### src/rtl/axi_inf_burst_scheduler_if.sv
// Command and core-request bundle between the DMA channel front-ends, the burst scheduler and the AXI state core.
// The master modport is the scheduler side; the slave modport is the front-end/core side.
interface axi_inf_burst_scheduler_if #(
    parameter int unsigned NCH   = 2,
    parameter int unsigned ASIZE = 32,
    parameter int unsigned LSIZE = 10,
    parameter int unsigned TSIZE = 24
);
    logic [NCH-1:0]       cmd_valid;
    logic [NCH-1:0]       cmd_ready;
    logic [NCH*ASIZE-1:0] cmd_addr;
    logic [NCH*TSIZE-1:0] cmd_len;
    logic [NCH-1:0]       cmd_done;
    logic [NCH-1:0]       cmd_err;
    logic                 busy;
    logic [NCH-1:0]       grant;
    logic                 core_req;
    logic [LSIZE-1:0]     core_len;
    logic [ASIZE-1:0]     core_addr;
    logic                 core_resp;
    logic                 core_done;
    logic                 core_pend;

    modport master (
        input  cmd_valid, cmd_addr, cmd_len, core_resp, core_done, core_pend,
        output cmd_ready, cmd_done, cmd_err, busy, grant, core_req, core_len, core_addr
    );

    modport slave (
        output cmd_valid, cmd_addr, cmd_len, core_resp, core_done, core_pend,
        input  cmd_ready, cmd_done, cmd_err, busy, grant, core_req, core_len, core_addr
    );
endinterface

### src/rtl/axi_inf_burst_scheduler.sv
// Splits per-channel DMA commands into AXI bursts and round-robins them onto one shared AXI state core.
// Define AXI4K_SPLIT_EN to additionally cap every burst at the next 4 KB boundary.
module axi_inf_burst_scheduler #(
    parameter int unsigned NCH       = 2,
    parameter int unsigned ASIZE     = 32,
    parameter int unsigned LSIZE     = 10,
    parameter int unsigned TSIZE     = 24,
    parameter int unsigned MAX_BURST = 64,
    parameter int unsigned BEAT_LOG2 = 5
) (
    input  logic                        axi_aclk,
    input  logic                        axi_resetn,
    axi_inf_burst_scheduler_if.master   bus
);
    localparam int unsigned CW = (NCH > 1) ? $clog2(NCH) : 1;

    typedef enum logic [1:0] {ARB = 2'd0, ISSUE = 2'd1, WAIT_DONE = 2'd2, UPDATE = 2'd3} state_t;

    state_t           state, state_nxt;
    logic [NCH-1:0]   active, active_n, err, err_n;
    logic [ASIZE-1:0] addr [NCH];
    logic [ASIZE-1:0] addr_n [NCH];
    logic [TSIZE-1:0] remain [NCH];
    logic [TSIZE-1:0] remain_n [NCH];
    logic [CW-1:0]    last_gnt, last_n, gidx, gidx_n, pick;
    logic             pend_d, burst_fail, fail_n, any_active;
    logic [NCH-1:0]   grant_q, grant_n, done_q, done_n, errp_q, errp_n;
    logic             core_req_q, req_n;
    logic [LSIZE-1:0] core_len_q, len_n, blen;
    logic [ASIZE-1:0] core_addr_q, caddr_n, addr_sel, upd_addr;
    logic [TSIZE-1:0] rem_sel, upd_rem;
    logic [12:0]      blen_w;
    int unsigned      idx;
`ifdef AXI4K_SPLIT_EN
    logic [12:0]      beats_4k;
`endif

    assign any_active    = |active;
    assign bus.cmd_ready = ~active;
    assign bus.busy      = any_active | (state != ARB);
    assign bus.grant     = grant_q;
    assign bus.cmd_done  = done_q;
    assign bus.cmd_err   = errp_q;
    assign bus.core_req  = core_req_q;
    assign bus.core_len  = core_len_q;
    assign bus.core_addr = core_addr_q;

    // Round robin: first active channel searching from last_gnt+1 with wrap
    always_comb begin
        pick = '0;
        idx  = 0;
        for (int unsigned k = NCH; k > 0; k--) begin
            idx = 32'(last_gnt) + k;
            if (idx >= NCH) idx = idx - NCH;
            if (active[CW'(idx)]) pick = CW'(idx);
        end
    end

    // Burst length for the picked channel
    always_comb begin
        rem_sel  = remain[pick];
        addr_sel = addr[pick];
        blen_w   = 13'(MAX_BURST);
        if (rem_sel < TSIZE'(MAX_BURST)) blen_w = 13'(rem_sel);
`ifdef AXI4K_SPLIT_EN
        beats_4k = 13'((13'd4096 - {1'b0, addr_sel[11:0]}) >> BEAT_LOG2);
        if (beats_4k < blen_w) blen_w = beats_4k;
`endif
        blen = LSIZE'(blen_w);
    end

    always_ff @(posedge axi_aclk or negedge axi_resetn) begin
        if (!axi_resetn) state <= ARB;
        else             state <= state_nxt;
    end

    always_comb begin
        state_nxt = state;
        case (state)
            ARB:       if (any_active) state_nxt = ISSUE;
            ISSUE:     if (bus.core_resp) state_nxt = WAIT_DONE;
            WAIT_DONE: if (pend_d && !bus.core_pend) state_nxt = UPDATE;
            UPDATE:    state_nxt = ARB;
            default:   state_nxt = ARB;
        endcase
    end

    // Next values of channel state and registered outputs
    always_comb begin
        active_n = active;
        err_n    = err;
        addr_n   = addr;
        remain_n = remain;
        grant_n  = grant_q;
        gidx_n   = gidx;
        last_n   = last_gnt;
        done_n   = '0;
        errp_n   = '0;
        req_n    = core_req_q;
        len_n    = core_len_q;
        caddr_n  = core_addr_q;
        fail_n   = burst_fail;
        upd_addr = addr[gidx] + (ASIZE'(core_len_q) << BEAT_LOG2);
        upd_rem  = remain[gidx] - TSIZE'(core_len_q);

        for (int i = 0; i < NCH; i++) begin
            if (bus.cmd_valid[i] && !active[i]) begin
                if (bus.cmd_len[i*TSIZE +: TSIZE] != '0) begin
                    active_n[i] = 1'b1;
                    addr_n[i]   = bus.cmd_addr[i*ASIZE +: ASIZE];
                    remain_n[i] = bus.cmd_len[i*TSIZE +: TSIZE];
                end else begin
                    done_n[i] = 1'b1;
                end
            end
        end

        case (state)
            ARB: if (any_active) begin
                grant_n = NCH'(1) << pick;
                gidx_n  = pick;
                last_n  = pick;
                req_n   = 1'b1;
                len_n   = blen;
                caddr_n = addr_sel;
                fail_n  = 1'b0;
            end
            ISSUE:     if (bus.core_resp) req_n = 1'b0;
            WAIT_DONE: if (pend_d && !bus.core_pend) fail_n = !bus.core_done;
            UPDATE: begin
                addr_n[gidx]   = upd_addr;
                remain_n[gidx] = upd_rem;
                grant_n        = '0;
                if (upd_rem == '0) begin
                    done_n[gidx]   = 1'b1;
                    errp_n[gidx]   = err[gidx] | burst_fail;
                    active_n[gidx] = 1'b0;
                    err_n[gidx]    = 1'b0;
                end else begin
                    err_n[gidx] = err[gidx] | burst_fail;
                end
            end
            default: ;
        endcase
    end

    always_ff @(posedge axi_aclk or negedge axi_resetn) begin
        if (!axi_resetn) begin
            active      <= '0;
            err         <= '0;
            for (int i = 0; i < NCH; i++) begin
                addr[i]   <= '0;
                remain[i] <= '0;
            end
            last_gnt    <= CW'(NCH - 1);
            gidx        <= '0;
            pend_d      <= 1'b0;
            burst_fail  <= 1'b0;
            grant_q     <= '0;
            done_q      <= '0;
            errp_q      <= '0;
            core_req_q  <= 1'b0;
            core_len_q  <= '0;
            core_addr_q <= '0;
        end else begin
            active      <= active_n;
            err         <= err_n;
            addr        <= addr_n;
            remain      <= remain_n;
            last_gnt    <= last_n;
            gidx        <= gidx_n;
            pend_d      <= bus.core_pend;
            burst_fail  <= fail_n;
            grant_q     <= grant_n;
            done_q      <= done_n;
            errp_q      <= errp_n;
            core_req_q  <= req_n;
            core_len_q  <= len_n;
            core_addr_q <= caddr_n;
        end
    end
endmodule

### src/flat_wrapper.sv
// flat-port wrapper written by rule: the top's interface ports become plain ports
module axi_inf_burst_scheduler_flat 
#(
    parameter int unsigned NCH       = 2,
    parameter int unsigned ASIZE     = 32,
    parameter int unsigned LSIZE     = 10,
    parameter int unsigned TSIZE     = 24,
    parameter int unsigned MAX_BURST = 64,
    parameter int unsigned BEAT_LOG2 = 5
)
  (axi_aclk, axi_resetn, bus_cmd_valid, bus_cmd_addr, bus_cmd_len, bus_core_resp, bus_core_done, bus_core_pend, bus_cmd_ready, bus_cmd_done, bus_cmd_err, bus_busy, bus_grant, bus_core_req, bus_core_len, bus_core_addr);
  axi_inf_burst_scheduler_if #(.NCH(NCH), .ASIZE(ASIZE), .LSIZE(LSIZE), .TSIZE(TSIZE)) bus_i ();
  input  logic axi_aclk;
  input  logic axi_resetn;
  input wire logic [$bits(bus_i.cmd_valid)-1:0] bus_cmd_valid;
  input wire logic [$bits(bus_i.cmd_addr)-1:0] bus_cmd_addr;
  input wire logic [$bits(bus_i.cmd_len)-1:0] bus_cmd_len;
  input wire logic [$bits(bus_i.core_resp)-1:0] bus_core_resp;
  input wire logic [$bits(bus_i.core_done)-1:0] bus_core_done;
  input wire logic [$bits(bus_i.core_pend)-1:0] bus_core_pend;
  output wire logic [$bits(bus_i.cmd_ready)-1:0] bus_cmd_ready;
  output wire logic [$bits(bus_i.cmd_done)-1:0] bus_cmd_done;
  output wire logic [$bits(bus_i.cmd_err)-1:0] bus_cmd_err;
  output wire logic [$bits(bus_i.busy)-1:0] bus_busy;
  output wire logic [$bits(bus_i.grant)-1:0] bus_grant;
  output wire logic [$bits(bus_i.core_req)-1:0] bus_core_req;
  output wire logic [$bits(bus_i.core_len)-1:0] bus_core_len;
  output wire logic [$bits(bus_i.core_addr)-1:0] bus_core_addr;
  assign bus_i.cmd_valid = bus_cmd_valid;
  assign bus_i.cmd_addr = bus_cmd_addr;
  assign bus_i.cmd_len = bus_cmd_len;
  assign bus_i.core_resp = bus_core_resp;
  assign bus_i.core_done = bus_core_done;
  assign bus_i.core_pend = bus_core_pend;
  assign bus_cmd_ready = bus_i.cmd_ready;
  assign bus_cmd_done = bus_i.cmd_done;
  assign bus_cmd_err = bus_i.cmd_err;
  assign bus_busy = bus_i.busy;
  assign bus_grant = bus_i.grant;
  assign bus_core_req = bus_i.core_req;
  assign bus_core_len = bus_i.core_len;
  assign bus_core_addr = bus_i.core_addr;
  axi_inf_burst_scheduler #(.NCH(NCH), .ASIZE(ASIZE), .LSIZE(LSIZE), .TSIZE(TSIZE), .MAX_BURST(MAX_BURST), .BEAT_LOG2(BEAT_LOG2)) u_core (.axi_aclk(axi_aclk), .axi_resetn(axi_resetn), .bus(bus_i));
endmodule
### config.mk
export PLATFORM = sky130hd
export DESIGN_NAME = axi_inf_burst_scheduler_flat
export DESIGN_NICKNAME = d
export VERILOG_FILES = /design/src/rtl/axi_inf_burst_scheduler_if.sv /design/src/rtl/axi_inf_burst_scheduler.sv /design/src/flat_wrapper.sv
export SDC_FILE = /design/constraint.sdc
export NUM_CORES = 1
export LEC_CHECK = 0
export CORE_MARGIN = 1.5
export CORE_UTILIZATION = 30
export CTS_CLUSTER_DIAMETER = 60
export DETAILED_ROUTE_END_ITERATION = 16
export SYNTH_ARGS = -nofsm -noshare
export SYNTH_HDL_FRONTEND = slang
export SYNTH_SLANG_ARGS = --single-unit
export TNS_END_PERCENT = 10
### constraint.sdc
create_clock -name axi_aclk -period 5.3 [get_ports axi_aclk]
set_clock_uncertainty 0.1 [all_clocks]
set_input_delay 1.06 -clock axi_aclk [delete_from_list [all_inputs] [get_ports axi_aclk]]
set_output_delay 1.06 -clock axi_aclk [all_outputs]
set_load 0.05 [all_outputs]
==> results of run 1 <==
-- synthesized netlist by cell type (4+ instances only) --
master and number:
dfrtp_1 170, nand2_1 167, o21ai_0 133, mux2i_1 98
nor2_1 66, mux2_2 53, clkbuf_1 52, a21oi_1 46
inv_1 32, nand3_1 32, ha_1 27, nor4_1 26
nor3_1 24, xnor2_1 16, nand4_1 13, o21a_1 13
a21o_1 12, and2_1 11, a31oi_1 10, o211ai_1 10
a311oi_1 9, o22ai_1 9, or3_1 9, and3_1 8
o311ai_0 8, or2_2 8, a211oi_1 7, a32oi_1 7
buf_1 7, a211o_1 6, a22oi_1 6, nor2b_1 6
xor2_1 6, buf_2 5, nand2b_1 5, nand3b_1 5
nor3b_1 4
-- power groups by stage --
stage          clock, mW  combinational (mW)  sequential [mW]
2_1_floorplan          0                2.69             2.28
3_3_place_gp           0                4.08             2.17
3_5_place_dp           0                4.11             2.18
4_1_cts             1.42                4.13             2.16
5_1_grt             1.47                4.53             2.23
6_report            1.39                4.18             2.17
-- final timing paths --
path | start | to | slack, ns | cells past startpoint
setup reg to reg | u_core.gidx | u_core.bus.cmd_err[0] | 0.99 | 10
setup / recovery | u_core.gidx | u_core.bus.cmd_err[0] | 0.99 | 10
hold / removal | u_core.bus.core_addr[31] | u_core.bus.core_addr[31] | 0.38 | 2
max in group asynchronous | axi_resetn | u_core.gidx | 3.53 | 2
hold reg to reg | u_core.bus.core_addr[31] | u_core.bus.core_addr[31] | 0.38 | 2
min in group asynchronous | axi_resetn | u_core.bus.core_addr[10] | 0.52 | 1
-- layout by cell type (no fill, tap or decap), types with 10 or more instances in the layout --
master,instances
dfrtp_1,169
mux2i_1,98
buf_4,17
nand4_1,13
inv_1,32
clkbuf_16,17
a31oi_1,10
nand3_1,32
xnor2_1,16
a21o_1,12
and2_1,10
nor3_1,24
ha_1,27
nand2_1,167
o211ai_1,10
o21a_1,13
o21ai_0,132
nor2_1,66
mux2_2,53
clkdlybuf4s50_1,169
a21oi_1,45
nor4_1,26
-- metal layers --
layer  wire, microns  GRT usage  vias up
met1           17000      0.283     4736
met3            2260     0.0347       32
li1                -          -     4622
met5               0          0        -
met4             620     0.0602        0
met2           17000      0.321      336
-- critical path, delay by kind of cell (launching register included) --
family	cells	cell delay, ns
and+or+nand+nor	4	1.18
adders and majority gates	1	0.35
xor gates and xnor gates	1	0.33
DFF	1	0.57
muxes	1	0.40
AOI/OAI and AO/OA	3	1.31
-- flip-flops by register name, summed over array words and instances (netlist names) --
register              flops
u_core.bus.cmd_done       2
u_core.gidx               1
u_core.bus.core_req       1
u_core.remain            48
u_core.active             2
u_core.bus.cmd_err        2
u_core.last_gnt           1
u_core.err                2
u_core.bus.core_len      10
u_core.bus.grant          2
u_core.addr              64
u_core.burst_fail         1
u_core.state              2
u_core.pend_d             1
u_core.bus.core_addr     32
-- area by class of cell --
cell class                 instances  share of cell area
tap                              461              0.0425
sequential                       171               0.316
clock buffer                      21              0.0354
multi-input combinational        917               0.450
inverter                          32             0.00885
clock inverter                    11              0.0115
timing repair buffer             188               0.136
-- cells by family after synthesis --
logic type,share of synthesized area
AOI/OAI and AO/OA,0.184
muxes,0.147
adders and majority gates,0.0352
DFF,0.398
xor gates and xnor gates,0.0179
buffers and inverters,0.0369
and+or+nand+nor,0.180
==> metrics.md, run 1 <==
| Metric | Value |
|---|---|
| GPL Wtd Cong | between 0.9 and 1 |
| Ys flop type | dfrtp_1 |
| Post-Syn Area | approximately 11000 sq um |
| IO buf count | 170 |
| Crit-path max FO | 13 |
| Crit path largest cell delay | between 0.8 and 0.9 ns |
| # Max-Cap Violations | 0 |
| ANT nets after route | 0 |
| Power after layout | 7.74 mW |
| Final Hold Vio Count | 0 |
| Sum Neg Setup Slack | 0 ns |
| # DRC | 0 |
| Clock group share of total power | 0.179 |
| Post-synth top area cell | dfrtp_1 |
| First-pass GRT wire length | 56.5 mm |
| Post-CTS Setup Repair Bufs | 0 |
| Synth area leaders | dfrtp_1, mux2i_1, o21ai_0 |
| Routed length per instance | just over 20 microns |
| Chip Width | 192 microns |
| Sequential cell area fraction in the yosys report | 0.398 |
| Post-synth EDFFs | 0 |
| Critical-path top delay cell | o311ai_0 |
| Layout cell share with drive strength beyond 1 | 0.0993 |
| Worst Path Required | about 5.6 ns |
| CTS Hold Buffers Added | 0 |
| Max-Slew Margin vs Limit | 0.303 |
| First-iteration detailed-routing DRC count | roughly 720 |
| Final Instance Area | approximately 14000 sq um |
| Final setup violation count | 0 |
| Io pins | approximately 170 |
| Maximum vdd ir drop | between 300 and 400 uV |
| Seq cells post-synth | between 150 and 200 |
| Area share of the largest cell type after synthesis | 0.396 |
| Via count of the first global-routing pass | a little over 9k |
| Post-Syn Nets | between 1k and 1.5k |
| Hold Slack | roughly 0.38 ns |
| Period utilization | 0.812 |
| Placed inst area | 12900 sq um |
| Sink Count | around 170 |
| Largest buffer count on any clock path | 2 |
| Status | completed |
| Largest net degree at the start of global routing | roughly 110 |
| Placed wire-length estimate | around 27 mm |
| Yosys cell types | 74 |
| Syn avg cell area | 9.05 sq um |
| Post-Syn Instances | about 1.2k |
| Worst Setup End Kind | flop |
| Tot GR Track Use | 0.203 |
| Core box area | 35400 sq um |
| First drt pass iteration count | 7 |
| Layout Utilization | 0.383 |
| Placed cell count | between 1.5k and 2k |
| Layout Cells excl Fill | approximately 1.8k |
| Inserted Clock Buffers | 17 |
| CP Data Arrival Time | approximately 4.6 ns |
| Area occupied by multi-input gates | around 6100 sq um |
| Crit Path Class | flop to flop |
| Final nets | approximately 1.5k |
| Sequential share of power | 0.281 |
| FF/Latch Area | around 4300 sq um |
| Max Fclk | between 200 and 250 MHz |
| # fillers | between 3k and 4k |
| Comb pwr share | 0.540 |
| Worst Hold Class | flop to flop |
| Fin. max-slew vios | 0 |
| Die Y | a little under 200 microns |
| Layout area overhead | 26.3% |
| Sw power | around 3.6 mW |
| Pint | 4.12 mW |
| Crit path cell chain | mux2_2 > ha_1 > a21o_1 > and2_1 > o311ai_0 > o211ai_1 > xnor2_1 > nand4_1 > or4b_4 > nor3_2 |
| Initial antenna violation count | 0 |
| Minimum clock period | 4.31 ns |
| Pwr per Cell Area | 570 nW/um^2 |
| Clock root buffer | clkbuf_16 |
| Via Count | approximately 9.7k |
| Synth warnings | 0 |
| Initial core utilization | 0.304 |
| Critical path startpoint category | flop |
| Final wirelength | roughly 37 mm |
| Vias per cell | 5.40 |
| CTS tree | done |
| Rows | 69 |
| CTS H-tree lvls | 4 |
| Post-cts sizing count | 0 |
| Net Sw Frac | 0.467 |
| Overflow after GRT | 0 |
| Worst-path clk slew | 0.07 ns |
| Async SR Flop Fraction | 1.00 |
| Pleak | between 5 and 6 nW |
| PnR worst setup slack | slightly below 1 ns |
| Die area | roughly 37000 sq um |
| Actual slew at the worst max-slew pin | roughly 1.0 ns |
| Pre-CTS setup slack | ~0.80 ns |
| RSZ-0062 raised after global routing | false |
| Clock Latency Late Sink | between 0.4 and 0.5 ns |
| Number of inserted diodes | 0 |
Note: power is estimated with default switching activity, not from simulation.
==> run 2, diff against run 1 <==
==> constraint.sdc (replaced) <==
create_clock -name axi_aclk -period 4 [get_ports axi_aclk]
set_clock_uncertainty 0.1 [all_clocks]
set_input_delay 0.8 -clock axi_aclk [delete_from_list [all_inputs] [get_ports axi_aclk]]
set_output_delay 0.8 -clock axi_aclk [all_outputs]
set_load 0.05 [all_outputs]
==> run 2 against run 1 <==
  * First-iteration DRC count decreased by 3.5%
  * Non-clock buffer count increased by 34
  * Flip-flop and latch count unchanged
  * Critical endpoint unchanged
  * Largest cell class unchanged
  * Via count increased by 1.3%
  * Hold slack got worse by 0.071 ns
  * Combinational power increased by 36%
  * Highest routed layer unchanged
  * Register-to-register slack got worse by 0.73 ns
==> metrics.md, run 2 (synthesized netlist as in run 1, its figures left out) <==
| Metric | Value |
|---|---|
| Worst-path clk slew | around 0.080 ns |
| Period utilization | 0.933 |
| Largest net degree at the start of global routing | 80 |
| Placed wire-length estimate | approximately 28 mm |
| Critical path startpoint category | flop |
| R2r startpoint | u_core.gidx |
| Critical-path top delay cell | dfrtp_2 |
| Crit path cell chain | buf_6 > mux2i_1 > o211ai_1 > or4b_1 > a21oi_2 > xor2_1 > o2111ai_1 > or4b_4 > nor3_2 |
| RSZ-0062 raised after global routing | false |
| Pre-CTS setup slack | -0.0742 ns |
| GR Util met2 | 0.336 |
| # fillers | between 3k and 4k |
| Grt met1 use | 0.276 |
| Max-Slew Margin vs Limit | 0.247 |
| IO buf count | 170 |
| Pleak | 6.04 nW |
| Actual slew at the worst max-slew pin | around 1.1 ns |
| Crit path largest cell delay | around 0.6 ns |
| Worst Path Required | 4.28 ns |
| Die Y | 192 microns |
| # Max-Cap Violations | 0 |
| Initial antenna violation count | 0 |
| Pwr per Cell Area | roughly 740 nW/um^2 |
| CP Data Arrival Time | around 4 ns |
| CTS tree | done |
| ANT nets after route | 0 |
| GRT busiest layer | met2 |
| Chip Width | 192 microns |
| Inserted Clock Buffers | 17 |
| Number of inserted diodes | 0 |
| PnR worst setup slack | roughly 0.27 ns |
| First drt pass iteration count | 5 |
| Sink Count | ~170 |
| Largest buffer count on any clock path | 2 |
| Initial core utilization | 0.304 |
| Overflow after GRT | 0 |
| Layout area overhead | 28.7% |
| Final wirelength | around 37 mm |
| Area occupied by multi-input gates | a little over 6000 sq um |
| Largest Register | u_core.addr |
| Sum Neg Setup Slack | 0 ns |
| Power after layout | about 10 mW |
| Largest register FFs | 64 |
| Routed length per instance | slightly above 20 microns |
| Fin. max-slew vios | 0 |
| First-iteration detailed-routing DRC count | 699 |
| Final setup violation count | 0 |
| Via count of the first global-routing pass | roughly 10k |
| Status | completed |
| Placed cell count | 1803 |
| Post-CTS Setup Repair Bufs | 0 |
| Vias per cell | ~5.4 |
| Tot GR Track Use | 0.205 |
| CP top delay family | simple AND/OR/NAND/NOR gates |
| Layout cell share with drive strength beyond 1 | 0.128 |
| CTS H-tree lvls | 4 |
| Worst Setup End Kind | flop |
| Final nets | ~1.5k |
| Final Hold Vio Count | 0 |
| Crit-path max FO | 37 |
| Clock root buffer | clkbuf_16 |
| Io pins | between 150 and 200 |
| Layout Cells excl Fill | between 1.5k and 2k |
| CTS Hold Buffers Added | 0 |
| Core box area | roughly 35000 sq um |
| Crit Path Class | flop to flop |
| Hold Slack | around 0.30 ns |
| Die area | between 30000 and 40000 sq um |
| Buf+Inv Stages, Crit Path | 1 |
| GPL Wtd Cong | roughly 0.92 |
| Worst Hold Class | input port to async pin |
| # DRC | 0 |
| First-pass GRT wire length | between 50 and 60 mm |
| Rows | 69 |
| Minimum clock period | about 3.7 ns |
| Clock Latency Late Sink | around 0.46 ns |
| Maximum vdd ir drop | approximately 340 uV |
| Worst r2r dst | u_core.bus.cmd_err[0] |
| R2R depth | 9 |
| R2R setup slack | about 0.27 ns |
| Via Count | between 9k and 10k |
| Post-cts sizing count | 0 |
| Layout Utilization | 0.391 |
| Max Fclk | 268 MHz |
| Met3 Use GR | 0.0358 |
| Final Instance Area | roughly 14000 sq um |
| Most frequent cells in the layout | clkdlybuf4s50_1, dfrtp_1, nand2_1 |
| FF/Latch Area | roughly 4300 sq um |
| Placed inst area | between 10000 and 15000 sq um |
[run 2: worst register-to-register path, delay by kind of cell (launching register included)]
family,cells,cell delay (ns)
xor+xnor,1,0.23
mux,1,0.46
simple gates,3,1.34
buf+inv,1,0.37
compound gates,3,0.59
flops,1,0.60
[run 2: cell type report]
cell class	count	area share
clock inverters	15	0.0124
well taps	461	0.0417
inverters	32	0.00868
repair buffers	222	0.152
clock buffers	17	0.0307
flip-flops and latches	171	0.309
multi-input cells	917	0.445
[run 2: how the worst max path moves through the flow]
stage,startpoint,end,slack (ns),cells after the start
after global placement,bus_cmd_len[0],u_core.remain[44],-0.12,9
after global routing,u_core.gidx,u_core.active[1],0.007,11
after floorplan,u_core.gidx,u_core.bus.cmd_err[0],-0.04,18
final,u_core.gidx,u_core.bus.cmd_err[0],0.27,9
after CTS,u_core.gidx,u_core.bus.cmd_err[0],0.16,9
after detailed placement,bus_cmd_len[0],u_core.remain[44],-0.07,9
[run 2: power by group]
part           internal [mW]  total (mW)  switching, mW  leakage [nW]
clock                  0.896        1.73          0.831         0.292
sequential              2.31        2.87          0.565          2.18
combinational           2.21        5.67           3.46          3.57
total                   5.42        10.3           4.85          6.04
[run 2: routing by layer]
metal	up-vias	part of all wire	routed length (microns)
met4	0	0.019	724
met3	41	0.051	1910
met5	-	0	0
met2	313	0.47	17600
met1	4796	0.46	17100
li1	4702	-	-
==> run 3, diff against run 2 <==
==> constraint.sdc (replaced) <==
create_clock -name axi_aclk -period 4 [get_ports axi_aclk]
set_clock_uncertainty 0.1 [all_clocks]
set_input_delay 1 -clock axi_aclk [delete_from_list [all_inputs] [get_ports axi_aclk]]
set_output_delay 1 -clock axi_aclk [all_outputs]
set_load 0.05 [all_outputs]
==> run 3 against run 2 <==
  * Final cell count grew 0.65%
  * First-iteration DRC count increased by 5.3%
  * Die area did not move
  * Global-route usage fell by 0.50 points
  * Register-to-register slack got worse by 0.07 ns
  * Via count rose by 1.6%
  * Sequential share of layout area decreased by 0.22 points
  * Wire length is 1.6% lower
  * Power up 0.32%
  * Non-clock buffer count rose by 11
  * Critical path depth grew 2
  * Largest cell class unchanged
==> metrics.md, run 3 (synthesized netlist as in run 1, its figures left out) <==
| Metric | Value |
|---|---|
| Final setup violation count | 0 |
| Pwr per Cell Area | between 700 and 800 nW/um^2 |
| Inserted Clock Buffers | 17 |
| # Max-Cap Violations | 0 |
| Via Count | ~10k |
| Period utilization | 0.949 |
| Power after layout | about 10 mW |
| ANT nets after route | 0 |
| CTS Hold Buffers Added | 0 |
| Max-Slew Margin vs Limit | 0.343 |
| Worst Setup End Kind | flop |
| Minimum clock period | about 3.8 ns |
| R2R depth | 11 |
| Largest buffer count on any clock path | 2 |
| Worst Path Required | about 4.2 ns |
| Largest Register | u_core.addr |
| First drt pass iteration count | 5 |
| Comb pwr share | 0.558 |
| Max Fclk | between 200 and 300 MHz |
| Core box area | ~35000 sq um |
| Layout cell share with drive strength beyond 1 | 0.135 |
| Clock Latency Late Sink | between 0.4 and 0.5 ns |
| Clock group share of total power | 0.163 |
| R2r startpoint | u_core.gidx |
| CTS H-tree lvls | 4 |
| Rows | between 60 and 70 |
| Die Y | 192 microns |
| Layout Utilization | 0.394 |
| First-pass GRT wire length | approximately 56 mm |
| Largest register FFs | 64 |
| IO buf count | 170 |
| Hold Slack | 0.376 ns |
| Pre-CTS setup slack | -0.192 ns |
| Io pins | ~170 |
| Die area | ~37000 sq um |
| Overflow after GRT | 0 |
| Crit-path max FO | 12 |
| Worst-path clk slew | ~0.08 ns |
| CP Data Arrival Time | 4.02 ns |
| # fillers | 3561 |
| Clock root buffer | clkbuf_16 |
| Layout area overhead | 29.6% |
| First-iteration detailed-routing DRC count | 736 |
| Most frequent cells in the layout | clkdlybuf4s50_1, dfrtp_1, nand2_1 |
| Pint | ~5.5 mW |
| Final Hold Vio Count | 0 |
| Final Instance Area | between 10000 and 15000 sq um |
| Final wirelength | about 37 mm |
| # DRC | 0 |
| Sequential share of power | 0.279 |
| Worst r2r dst | u_core.active[1] |
| Maximum vdd ir drop | approximately 340 uV |
| Via count of the first global-routing pass | a little under 10k |
| R2R setup slack | between 0.2 and 0.25 ns |
| Pleak | about 6.1 nW |
| Placed inst area | roughly 13000 sq um |
| Sw power | a little under 5 mW |
| Worst Hold Class | flop to flop |
| Initial core utilization | 0.304 |
| Hold Crit Start | u_core.bus.core_addr[31] |
| Critical path startpoint category | flop |
| Status | completed |
| PnR worst setup slack | about 0.20 ns |
| Vias per cell | between 5 and 6 |
| CTS tree | done |
| Initial antenna violation count | 0 |
| Final nets | roughly 1.5k |
| Sink Count | roughly 170 |
| GPL Wtd Cong | between 1 and 1.5 |
| Net Sw Frac | 0.466 |
| Placed wire-length estimate | about 27 mm |
| Sum Neg Setup Slack | 0 ns |
| Chip Width | ~190 microns |
| Placed cell count | between 1.5k and 2k |
| Cell count of the worst hold path | 2 |
| CP startpoint | u_core.gidx |
| Crit Path Class | flop to flop |
| WHS Endpoint | u_core.bus.core_addr[31] |
| Tot GR Track Use | 0.200 |
| Layout Cells excl Fill | ~1.8k |
| Fin. max-slew vios | 0 |
| RSZ-0062 raised after global routing | false |
| Routed length per instance | around 20 microns |
| Actual slew at the worst max-slew pin | 0.981 ns |
| Largest net degree at the start of global routing | 90 |
## run 3: cell types whose count changed in the layout (fill, tap and decap cells not counted), moves of 2 or more
cell | previous run | this run
buf_4 | 50 | 59
inv_8 | 5 | 1
buf_12 | 1 | 4
clkinv_2 | 0 | 3
clkinv_4 | 2 | 4
## run 3: worst max-delay path by stage
stage                                  to  cells past startpoint
floorplan           u_core.bus.cmd_err[0]                     18
global placement        u_core.remain[20]                      9
detailed placement      u_core.remain[10]                      9
CTS                     u_core.remain[20]                      9
global route              u_core.addr[54]                     14
finish                   u_core.active[1]                     11
## run 3: power groups by stage
stage	logic, mW	registers [mW]	clock network, mW
CTS	5.70	2.86	1.73
finish	5.74	2.87	1.68
global route	6.24	2.95	1.80
global placement	5.63	2.88	0
detailed placement	5.68	2.89	0
floorplan	3.68	3.03	0
## run 3: layout make-up
cell class | instances | area, sq um | share of cell area
well taps | 461 | 577 | 0.0414
clock inverters | 14 | 135 | 0.00970
clock buffers | 18 | 439 | 0.0315
flip-flops and latches | 171 | 4280 | 0.307
multi-input cells | 917 | 6150 | 0.441
inverters | 32 | 120 | 0.00862
repair buffers | 233 | 2230 | 0.160
diodes | 1 | 2.50 | 0.000180
## run 3: metal layers
metal,wire length [microns],GRT usage,vias to the layer above
met5,0,0,-
met4,954,0.0659,0
met3,2380,0.0371,51
met2,17100,0.326,406
met1,16300,0.266,4816
li1,-,-,4737
## run 3: timing repair
item / CTS / global route
resized for setup: 0 / 1
setup buffers: 0 / 0
endpoints found under the setup margin: 0 / 1
## run 3: worst max-delay path, cell delays in order (launching register included)
cell and delay, ns:
dfrtp_2 0.57, mux2_2 0.40, ha_1 0.32, a211oi_1 0.43, a21oi_2 0.17, o21ai_4 0.25
nand4_1 0.17, xnor2_1 0.48, nand4bb_1 0.27, nor4_1 0.31, buf_4 0.17, a21oi_1 0.04
